[src/rtl/seq_mul_unit_pkg.sv]
`timescale 1ns/1ps
`default_nettype none
// ============================================================================
// Module   : mul_pkg
// Brief    : Shared FSM state type and counter sizing for the sequential multiplier.
// Revision : 1.0
// ============================================================================
package mul_pkg;

    typedef enum logic [1:0] {
        S_IDLE = 2'd0,
        S_RUN  = 2'd1,
        S_DONE = 2'd2
    } state_e;

    localparam int DEFAULT_WIDTH = 8;

    // The step counter must be able to hold the value WIDTH itself.
    function automatic int cnt_width(input int width);
        return $clog2(width + 1);
    endfunction

    localparam int CNT_W = cnt_width(DEFAULT_WIDTH);

endpackage
`default_nettype wire

[src/rtl/seq_mul_unit_if.sv]
`timescale 1ns/1ps
`default_nettype none
// ============================================================================
// Module   : seq_mul_unit_if
// Brief    : Operand load, start/busy/done handshake and result bus of the multiplier.
// Revision : 1.0
// ============================================================================
interface seq_mul_unit_if #(
    parameter int WIDTH = 8
);
    logic [WIDTH-1:0]   din;
    logic               load_a;
    logic               load_b;
    logic               start;
    logic               signed_md;
    logic               busy;
    logic               done;
    logic [2*WIDTH-1:0] result;
    logic [WIDTH-1:0]   op_a;
    logic [WIDTH-1:0]   op_b;

    modport master (
        output din, load_a, load_b, start, signed_md,
        input  busy, done, result, op_a, op_b
    );

    modport slave (
        input  din, load_a, load_b, start, signed_md,
        output busy, done, result, op_a, op_b
    );
endinterface
`default_nettype wire

[src/rtl/seq_mul_unit_core.sv]
`timescale 1ns/1ps
`default_nettype none
// ============================================================================
// Module   : seq_mul_core
// Brief    : Unsigned shift-add datapath: one partial product per step.
// Revision : 1.0
// ============================================================================
module seq_mul_core #(
    parameter int WIDTH     = 8,
    parameter int CNT_WIDTH = 4
) (
    input  logic                 clk,
    input  logic                 rst_n,
    input  logic                 load_i,
    input  logic                 step_i,
    input  logic [WIDTH-1:0]     mcand_i,
    input  logic [WIDTH-1:0]     mplier_i,
    output logic [2*WIDTH-1:0]   product_o,
    output logic [CNT_WIDTH-1:0] cnt_o
);
    logic [2*WIDTH-1:0]   acc_q,    acc_d;
    logic [WIDTH-1:0]     mcand_q,  mcand_d;
    logic [WIDTH-1:0]     mplier_q, mplier_d;
    logic [CNT_WIDTH-1:0] cnt_q,    cnt_d;
    logic [2*WIDTH-1:0]   w_addend;

    assign w_addend = {{WIDTH{1'b0}}, mcand_q} << cnt_q;

    always_comb begin
        acc_d    = acc_q;
        mcand_d  = mcand_q;
        mplier_d = mplier_q;
        cnt_d    = cnt_q;
        if (load_i) begin
            acc_d    = '0;
            mcand_d  = mcand_i;
            mplier_d = mplier_i;
            cnt_d    = '0;
        end else if (step_i) begin
            if (mplier_q[0]) begin
                acc_d = acc_q + w_addend;
            end
            mplier_d = mplier_q >> 1;
            cnt_d    = cnt_q + CNT_WIDTH'(1);
        end
    end

    always_ff @(posedge clk or negedge rst_n) begin
        if (!rst_n) begin
            acc_q    <= '0;
            mcand_q  <= '0;
            mplier_q <= '0;
            cnt_q    <= '0;
        end else begin
            acc_q    <= acc_d;
            mcand_q  <= mcand_d;
            mplier_q <= mplier_d;
            cnt_q    <= cnt_d;
        end
    end

    assign product_o = acc_q;
    assign cnt_o     = cnt_q;

endmodule
`default_nettype wire

[src/rtl/seq_mul_unit.sv]
`timescale 1ns/1ps
`default_nettype none
// ============================================================================
// Module   : seq_mul_unit
// Brief    : Sequential signed/unsigned multiplier with operand registers and handshake.
// Revision : 1.0
// ============================================================================
module seq_mul_unit
    import mul_pkg::*;
#(
    parameter int WIDTH    = 8,
    parameter bit HOLD_RES = 1'b1
) (
    input  logic          clk,
    input  logic          rst_n,
    seq_mul_unit_if.slave bus
);
    localparam int CW = cnt_width(WIDTH);

    state_e             state_q, state_d;
    logic [WIDTH-1:0]   op_a_q, op_b_q;
    logic [2*WIDTH-1:0] result_q;
    logic               done_q;
    logic               neg_q;

    logic               w_core_load, w_core_step;
    logic [WIDTH-1:0]   w_mag_a, w_mag_b;
    logic               w_neg;
    logic [2*WIDTH-1:0] w_core_prod, w_final;
    logic [CW-1:0]      w_cnt;

    // The core always multiplies magnitudes; the sign is re-applied at completion.
    assign w_mag_a = (bus.signed_md && op_a_q[WIDTH-1]) ? -op_a_q : op_a_q;
    assign w_mag_b = (bus.signed_md && op_b_q[WIDTH-1]) ? -op_b_q : op_b_q;
    assign w_neg   = bus.signed_md & (op_a_q[WIDTH-1] ^ op_b_q[WIDTH-1]);
    assign w_final = neg_q ? -w_core_prod : w_core_prod;

    seq_mul_core #(
        .WIDTH     (WIDTH),
        .CNT_WIDTH (CW)
    ) u_core (
        .clk       (clk),
        .rst_n     (rst_n),
        .load_i    (w_core_load),
        .step_i    (w_core_step),
        .mcand_i   (w_mag_a),
        .mplier_i  (w_mag_b),
        .product_o (w_core_prod),
        .cnt_o     (w_cnt)
    );

    always_comb begin
        state_d     = state_q;
        w_core_load = 1'b0;
        w_core_step = 1'b0;
        case (state_q)
            S_IDLE: begin
                if (bus.start) begin
                    w_core_load = 1'b1;
                    state_d     = S_RUN;
                end
            end
            S_RUN: begin
                w_core_step = 1'b1;
                if (w_cnt == CW'(WIDTH - 1)) begin
                    state_d = S_DONE;
                end
            end
            S_DONE:  state_d = S_IDLE;
            default: state_d = S_IDLE;
        endcase
    end

    always_ff @(posedge clk or negedge rst_n) begin
        if (!rst_n) begin
            state_q  <= S_IDLE;
            op_a_q   <= '0;
            op_b_q   <= '0;
            result_q <= '0;
            done_q   <= 1'b0;
            neg_q    <= 1'b0;
        end else begin
            state_q <= state_d;
            done_q  <= (state_q == S_DONE);
            if (bus.load_a) begin
                op_a_q <= bus.din;
            end
            if (bus.load_b) begin
                op_b_q <= bus.din;
            end
            if (w_core_load) begin
                neg_q <= w_neg;
                if (!HOLD_RES) begin
                    result_q <= '0;
                end
            end
            if (state_q == S_DONE) begin
                result_q <= w_final;
            end
        end
    end

    assign bus.busy   = (state_q != S_IDLE);
    assign bus.done   = done_q;
    assign bus.result = result_q;
    assign bus.op_a   = op_a_q;
    assign bus.op_b   = op_b_q;

endmodule
`default_nettype wire

[src/flat_wrapper.sv]
// flat-port wrapper written by rule: the top's interface ports become plain ports
module seq_mul_unit_flat import mul_pkg::*;
#(
    parameter int WIDTH    = 8,
    parameter bit HOLD_RES = 1'b1
)
  (clk, rst_n, bus_din, bus_load_a, bus_load_b, bus_start, bus_signed_md, bus_busy, bus_done, bus_result, bus_op_a, bus_op_b);
  seq_mul_unit_if #(.WIDTH(WIDTH)) bus_i ();
  input  logic clk;
  input  logic rst_n;
  input wire logic [$bits(bus_i.din)-1:0] bus_din;
  input wire logic [$bits(bus_i.load_a)-1:0] bus_load_a;
  input wire logic [$bits(bus_i.load_b)-1:0] bus_load_b;
  input wire logic [$bits(bus_i.start)-1:0] bus_start;
  input wire logic [$bits(bus_i.signed_md)-1:0] bus_signed_md;
  output wire logic [$bits(bus_i.busy)-1:0] bus_busy;
  output wire logic [$bits(bus_i.done)-1:0] bus_done;
  output wire logic [$bits(bus_i.result)-1:0] bus_result;
  output wire logic [$bits(bus_i.op_a)-1:0] bus_op_a;
  output wire logic [$bits(bus_i.op_b)-1:0] bus_op_b;
  assign bus_i.din = bus_din;
  assign bus_i.load_a = bus_load_a;
  assign bus_i.load_b = bus_load_b;
  assign bus_i.start = bus_start;
  assign bus_i.signed_md = bus_signed_md;
  assign bus_busy = bus_i.busy;
  assign bus_done = bus_i.done;
  assign bus_result = bus_i.result;
  assign bus_op_a = bus_i.op_a;
  assign bus_op_b = bus_i.op_b;
  seq_mul_unit #(.WIDTH(WIDTH), .HOLD_RES(HOLD_RES)) u_core (.clk(clk), .rst_n(rst_n), .bus(bus_i));
endmodule
[config.mk]
export PLATFORM = sky130hd
export DESIGN_NAME = seq_mul_unit_flat
export DESIGN_NICKNAME = d
export VERILOG_FILES = /design/src/rtl/seq_mul_unit_pkg.sv /design/src/rtl/seq_mul_unit_if.sv /design/src/rtl/seq_mul_unit_core.sv /design/src/rtl/seq_mul_unit.sv /design/src/flat_wrapper.sv
export SDC_FILE = /design/constraint.sdc
export NUM_CORES = 1
export LEC_CHECK = 0
export ABC_AREA = 1
export CAP_MARGIN = 20
export CORE_UTILIZATION = 58
export DETAILED_ROUTE_END_ITERATION = 8
export DONT_BUFFER_PORTS = 1
export MAX_ROUTING_LAYER = met4
export PLACE_DENSITY_LB_ADDON = 0.12
export RECOVER_POWER = 25
export REMOVE_ABC_BUFFERS = 1
export SLEW_MARGIN = 20
export SYNTH_ARGS = -nofsm -noshare
export SYNTH_HDL_FRONTEND = slang
export SYNTH_SLANG_ARGS = --single-unit
[constraint.sdc]
create_clock -name clk -period 2.1 [get_ports clk]
set_input_delay 0.315 -clock clk [delete_from_list [all_inputs] [get_ports clk]]
set_output_delay 0.315 -clock clk [all_outputs]
set_load 0.02 [all_outputs]
# After elaboration in Yosys (flattened, before gate mapping)
# Index checks and enable logic that the tools add are counted.
[word_totals]
ff_bits = 72
latchBits = 0
ram_bits = 0
rom_bits = 0
input_bits = 14
output_inout_bits = 34
word_cells = 47
n_memories = 0
[op_classes]
addsub = 5
n_mul = 0
n_div = 0
order_cmp = 0
eq_ne = 5
shifts = 1
muxes = 16
bitwise_logic = 2
n_reduce_logical = 8
[ops]
columns = ["operator", "n"]
rows = [
  ["16-bit two-way mux", 4],
  ["8-bit two-way mux", 4],
  ["16-bit adder", 1],
  ["16-bit negation", 1],
  ["8-bit negation", 2],
  ["8-bit by 4-bit left shift with 16-bit output", 1],
  ["4-bit two-way mux", 2],
  ["2-bit nonzero test", 3],
  ["4-bit by 1-bit adder with 4-bit output (second input constant)", 1],
  ["4-bit by 3-bit equality test with 1-bit output (second input constant)", 1],
  ["2-bit two-way mux", 2],
  ["2-bit one-hot mux with 2 select lines", 1],
  ["2-bit AND reduction", 2],
  ["1-bit two-way mux", 3],
  ["2-bit by 1-bit equality test with 1-bit output (second input constant)", 1],
  ["2-bit equality test (second input constant)", 1],
  ["1-bit logical AND", 2],
  ["2-bit zero test", 1],
  ["2-bit by 1-bit != test with 1-bit output (second input constant)", 1],
  ["2-bit != test (second input constant)", 1],
  ["1-bit bitwise AND", 1],
  ["1-bit XOR", 1],
]

# Depth between registers and ports, before layout
[depth]
ltp_word = 5
depth_mapped = 19
mapped_depth_nobuf = 19

# Hierarchy
# A second synthesis with hierarchy kept.
[hier_totals]
cells_unflattened = 671
area_unflattened_um2 = 4788.3
[by_module_without_submodules]
columns = ["mod", "instances", "cells_each", "area_each_um2", "seq_area_each_um2"]
rows = [
  ["seq_mul_core", 1, 386, 2701.3, 900.9],
  ["seq_mul_unit", 1, 285, 2087.0, 900.9],
]

# Worst setup path before layout
# No wires, ideal clock.
[synth_timing]
path_type = "reg2reg"
startpoint = "register u_core.u_core.cnt_q[0] (netlist: u_core.u_core.cnt_o[0])"
endpoint = "register u_core.u_core.acc_q[15] (netlist: u_core.u_core.product_o[15])"
setup_time_ns = 0.117
t_arrival_ns = 2.144
t_required_ns = 1.983
slack_ns = -0.162
stages_incl_launch_ff = 17
n_path_buf = 0
period_less_slack_ns = 2.262
cell_sequence = "dfrtp_1 or2_2 o21ai_0 nand2_1 o21ai_0 nand2_1 o21ai_0 nor2_1 ha_1 nand2_1 nand2_1 a21oi_1 nand2_1 a21oi_1 nand3_1 nand3_1 nand2_1"
[synth_between]
elab_chain_len = 5
[synth_lines]
columns = ["element", "line_no", "source"]
rows = [
  ["start, declared", "seq_mul_unit_core.sv:24", "logic [CNT_WIDTH-1:0] cnt_q, cnt_d;"],
  ["start signal, assigned", "seq_mul_unit_core.sv:58", "cnt_q <= cnt_d;"],
  ["8-bit by 4-bit left shift with 16-bit output", "seq_mul_unit_core.sv:27", "assign w_addend = {{WIDTH{1'b0}}, mcand_q} << cnt_q;"],
  ["16-bit adder", "seq_mul_unit_core.sv:41", "acc_d = acc_q + w_addend;"],
  ["16-bit two-way mux", "seq_mul_unit_core.sv:40", "if (mplier_q[0]) begin"],
  ["16-bit two-way mux", "seq_mul_unit_core.sv:39", "end else if (step_i) begin"],
  ["16-bit two-way mux", "seq_mul_unit_core.sv:34", "if (load_i) begin"],
  ["end signal, assigned", "seq_mul_unit_core.sv:50", "acc_q <= '0;"],
  ["end signal, assigned", "seq_mul_unit_core.sv:55", "acc_q <= acc_d;"],
  ["end, declared", "seq_mul_unit_core.sv:21", "logic [2*WIDTH-1:0] acc_q, acc_d;"],
]
# No other way between the ends. The select of a mux whose other input is x is not followed.
# A chain may end at the register's enable or synchronous reset.

# Final worst setup path
[layout_timing]
startpoint = "register u_core.u_core.cnt_q[0] (netlist: u_core.u_core.cnt_o[0])"
endpoint = "register u_core.u_core.acc_q[11] (netlist: u_core.u_core.product_o[11])"
# The elaborated chain is that of the path after synthesis.

==> results by group <==
Synth
  – Register area share after synthesis: between 30% and 40%
  – Cell type with the highest aggregate area in the netlist: dfrtp_1
  – Synth Cell Area: roughly 4600 µm²
  – Post-synth EDFFs: 0
  – Leading register cell type out of synthesis: dfrtp_1
  – Yosys top cell area share: 39.0%
  – Yosys reg bits: 72
  – Synth top area cells: dfrtp_1 39%, nand2_1 15%, o21ai_0 6.3%, inv_1 5.4%, ha_1 5.1%
  – Syn Area/Cell: 7.43 µm²
  – Asr flop ratio synth: 100%
  – Synth Instances: around 620
  – Yosys warning total: 0
  – Post-synthesis cell type count: 45

Clocking
  – H-tree depth: 3
  – Clock buffer depth: 2
  – Later-pin clock latency in the skew report: ~0.36 ns
  – Clock-pin slew on the worst setup and hold paths: about 0.090 ns
  – Root Buffer: clkbuf_8
  – Clock Sinks: 72
  – CTS buffer count: 9
  – CTS tree: done

Global route
  – Grt ovf: 0
  – Initial antenna violation count: 0
  – Vias in the first global route: roughly 4600
  – Total track usage: 32.4%
  – Pin count of the biggest net entering global routing: 73
  – First-pass GRT wire length: roughly 20 mm

Place
  – Pre-CTS WS: -0.466 ns
  – Buffers on Ports: 0
  – Dpl cells: 772
  – DPL Wire Length: between 8 and 9 mm
  – GPL Wtd Cong: around 0.97

Timing
  – RSZ-0062 raised after global routing: true
  – Tcrit/Tclk final: 118%
  – Final setup TNS: -2.96 ns
  – Worst slew pin tran: about 0.99 ns
  – Fin. max-slew vios: 0
  – Final setup viols: 13
  – Fin crit period: ~2.5 ns
  – Max transition margin: 34.1%
  – FMAX: roughly 400 MHz
  – Final worst slack: -0.370 ns
  – Layout Skew: ~0.015 ns
  – Hold Fails Final Rpt: 0

Critical path
  – Worst R2R Path Depth: 18
  – Critical path's most frequent cell: nand2_2
  – Startpoint types: flip-flop
  – Critical Path Sink Type: flip-flop
  – Largest delay share family, worst path: simple AND/OR/NAND/NOR gates
  – Worst Path Buf+Inv: 3
  – CP cell instances: buf_6 -> buf_4 -> nand2_2 -> nand3_2 -> nand2_2 -> nand2_1 -> o21ai_2 -> nor2_2 -> ha_4 -> nand2_2 -> nor2_1 -> nand3_1 -> nand2_2 -> inv_2 -> o21bai_4 -> nand2_2 -> nand2_2 -> o21ai_2
  – WS Path Type: flip-flop to flip-flop
  – Delay of the slowest critical-path stage: 0.46 ns
  – Worst Path Max Fanout: 4
  – Arr. time, crit path: 2.72 ns
  – Data required, critical path: around 2.4 ns
  – CP max stage cell: dfrtp_2
  – Flop2flop setup slack: -0.37 ns
  – RR Endpoint: u_core.u_core.product_o[11]$_DFFE_PN0P_
  – R2R Path Start: u_core.u_core.cnt_o[0]$_DFFE_PN0P_

Power and ir drop
  – Lkg Pwr: 2.93 nW
  – Max VDD drop: approximately 810 µV
  – Total Power: roughly 12 mW
  – PwrDens: 1900 nW/µm²

Floorplan
  – DIE AREA: around 8300 µm²
  – Starting Density: 59.7%
  – Chip width: just over 90 µm
  – FP Rows: 32
  – Core ar.: a little under 8000 µm²
  – Top Ports: 48
  – Die Y: a little over 90 µm

Route
  – Pre-antenna DRT Iters: 4
  – Drt first-iter violations: about 170
  – # DRC: 0
  – Vias: ~4500
  – Via/cell ratio: roughly 5.6
  – Final antenna-violating net count: 0
  – WL per Instance: between 15 and 20 µm
  – Routed WL: 12.8 mm

Final layout
  – Share of cells above drive strength 1: around 33%
  – Area Overhead vs Synth: 31.2%
  – Number of fill cells: between 500 and 600
  – Most common cell after layout, fill and taps aside: nand2_1
  – Number of antenna diodes: 0
  – Nets: ~730
  – Finished Core Util: between 70% and 80%
  – Cell Count, Final, Fillers Out: approximately 810
  – Most frequent cells in the layout: 152 x nand2_1, 70 x buf_4, 69 x dfrtp_1, 62 x inv_1, 44 x o21ai_0

Min path
  – Worst Hold Depth: 1
  – Min-delay worst type: primary input to flip-flop
  – Hold_sp: bus_load_b
  – WHS Endpoint: u_core.bus.op_b[4]$_DFFE_PN0P_

Outcome
  – Violated checks: negative setup slack
  – Status: finished with violations

Flow run
  – Max-Cap Viols: 0
## synthesized netlist by cell type (8+ instances only)
master,instances
nor2_1,42
nand3_1,37
inv_1,66
dfrtp_1,72
inv_2,8
a21oi_1,23
xor2_1,16
nand2_1,182
ha_1,19
o21ai_1,12
o21ai_0,58
o22ai_1,10
## cell families after synthesis
| family | after synthesis | share of synthesized area, % |
|---|---|---|
| mux | 4 | 0.948 |
| compound gates | 125 | 15.2 |
| fa+ha+maj | 20 | 5.58 |
| simple gates | 293 | 27.6 |
| xor+xnor | 19 | 3.60 |
| flops | 72 | 39.0 |
| buf+inv | 88 | 7.99 |
## registers in the layout, indices dropped and copies added (netlist names)
signal                   cells
u_core.bus.op_b              8
u_core.bus.result           16
u_core.neg_q                 1
u_core.bus.op_a              8
u_core.u_core.product_o     16
u_core.u_core.mcand_q        8
u_core.bus.done              1
u_core.u_core.mplier_q       8
u_core.u_core.cnt_o          4
u_core.state_q               2
## worst register-to-register path: cells and delay by family (launching register included)
kind                     cells  cell delay [ns]
flip-flops                   1             0.46
AO/OA/AOI/OAI                3             0.28
AND/OR/NAND/NOR             11             1.01
buffers and inverters        3             0.34
adder cells (fa/ha/maj)      1             0.30
## report_power, final
part	internal, mW	switching [mW]	leakage [nW]
logic	3.38	4.12	1.89
clock network	0.911	0.565	0.126
registers	1.86	0.690	0.913
## metal layers
metal,track usage (%),share of wire [%],up-vias
li1,-,-,2191
met1,34.3,39,2104
met2,59.9,53,128
met3,5.44,4.4,45
met4,13.1,4.1,0
met5,-,0,-
## worst max path at each step
stage	startpoint	end	slack, ns	depth (start not counted)
global placement	u_core.u_core.cnt_o[0]$_DFFE_PN0P_	u_core.u_core.product_o[15]$_DFFE_PN0P_	-0.35	16
finish	u_core.u_core.cnt_o[0]$_DFFE_PN0P_	u_core.u_core.product_o[11]$_DFFE_PN0P_	-0.37	18
floorplan	u_core.u_core.cnt_o[0]$_DFFE_PN0P_	u_core.u_core.product_o[15]$_DFFE_PN0P_	-0.30	16
global route	u_core.u_core.cnt_o[0]$_DFFE_PN0P_	u_core.u_core.product_o[11]$_DFFE_PN0P_	-0.44	18
detailed placement	u_core.u_core.cnt_o[0]$_DFFE_PN0P_	u_core.u_core.product_o[15]$_DFFE_PN0P_	-0.47	16
CTS	u_core.u_core.cnt_o[0]$_DFFE_PN0P_	u_core.u_core.product_o[11]$_DFFE_PN0P_	-0.31	15
## per-stage QoR
stage          hold slack (ns)  area, µm²
3_3_place_gp            0.0209       5120
5_1_grt                 0.0467       6060
2_1_floorplan           0.0194       4540
6_report                0.0618       6060
3_5_place_dp            0.0208       5120
4_1_cts                 0.0543       5750
## area by class of cell
type | instances | area (µm²) | share of cell area, %
clock buffers | 9 | 124 | 2.05
multi-input cells | 461 | 2950 | 48.7
well taps | 102 | 128 | 2.11
clock inverters | 7 | 144 | 2.38
flip-flops and latches | 72 | 1810 | 29.8
repair buffers | 78 | 611 | 10.1
inverters | 76 | 295 | 4.88
## what timing repair did
action	in CTS	in global routing
resized for setup	80	56
pin swaps	36	30
hold buffers	2	0
endpoints found under the hold margin	72	0
buffers inserted	8	7
endpoints found under the setup margin	12	13
Note: power is estimated with default switching activity, not from simulation.
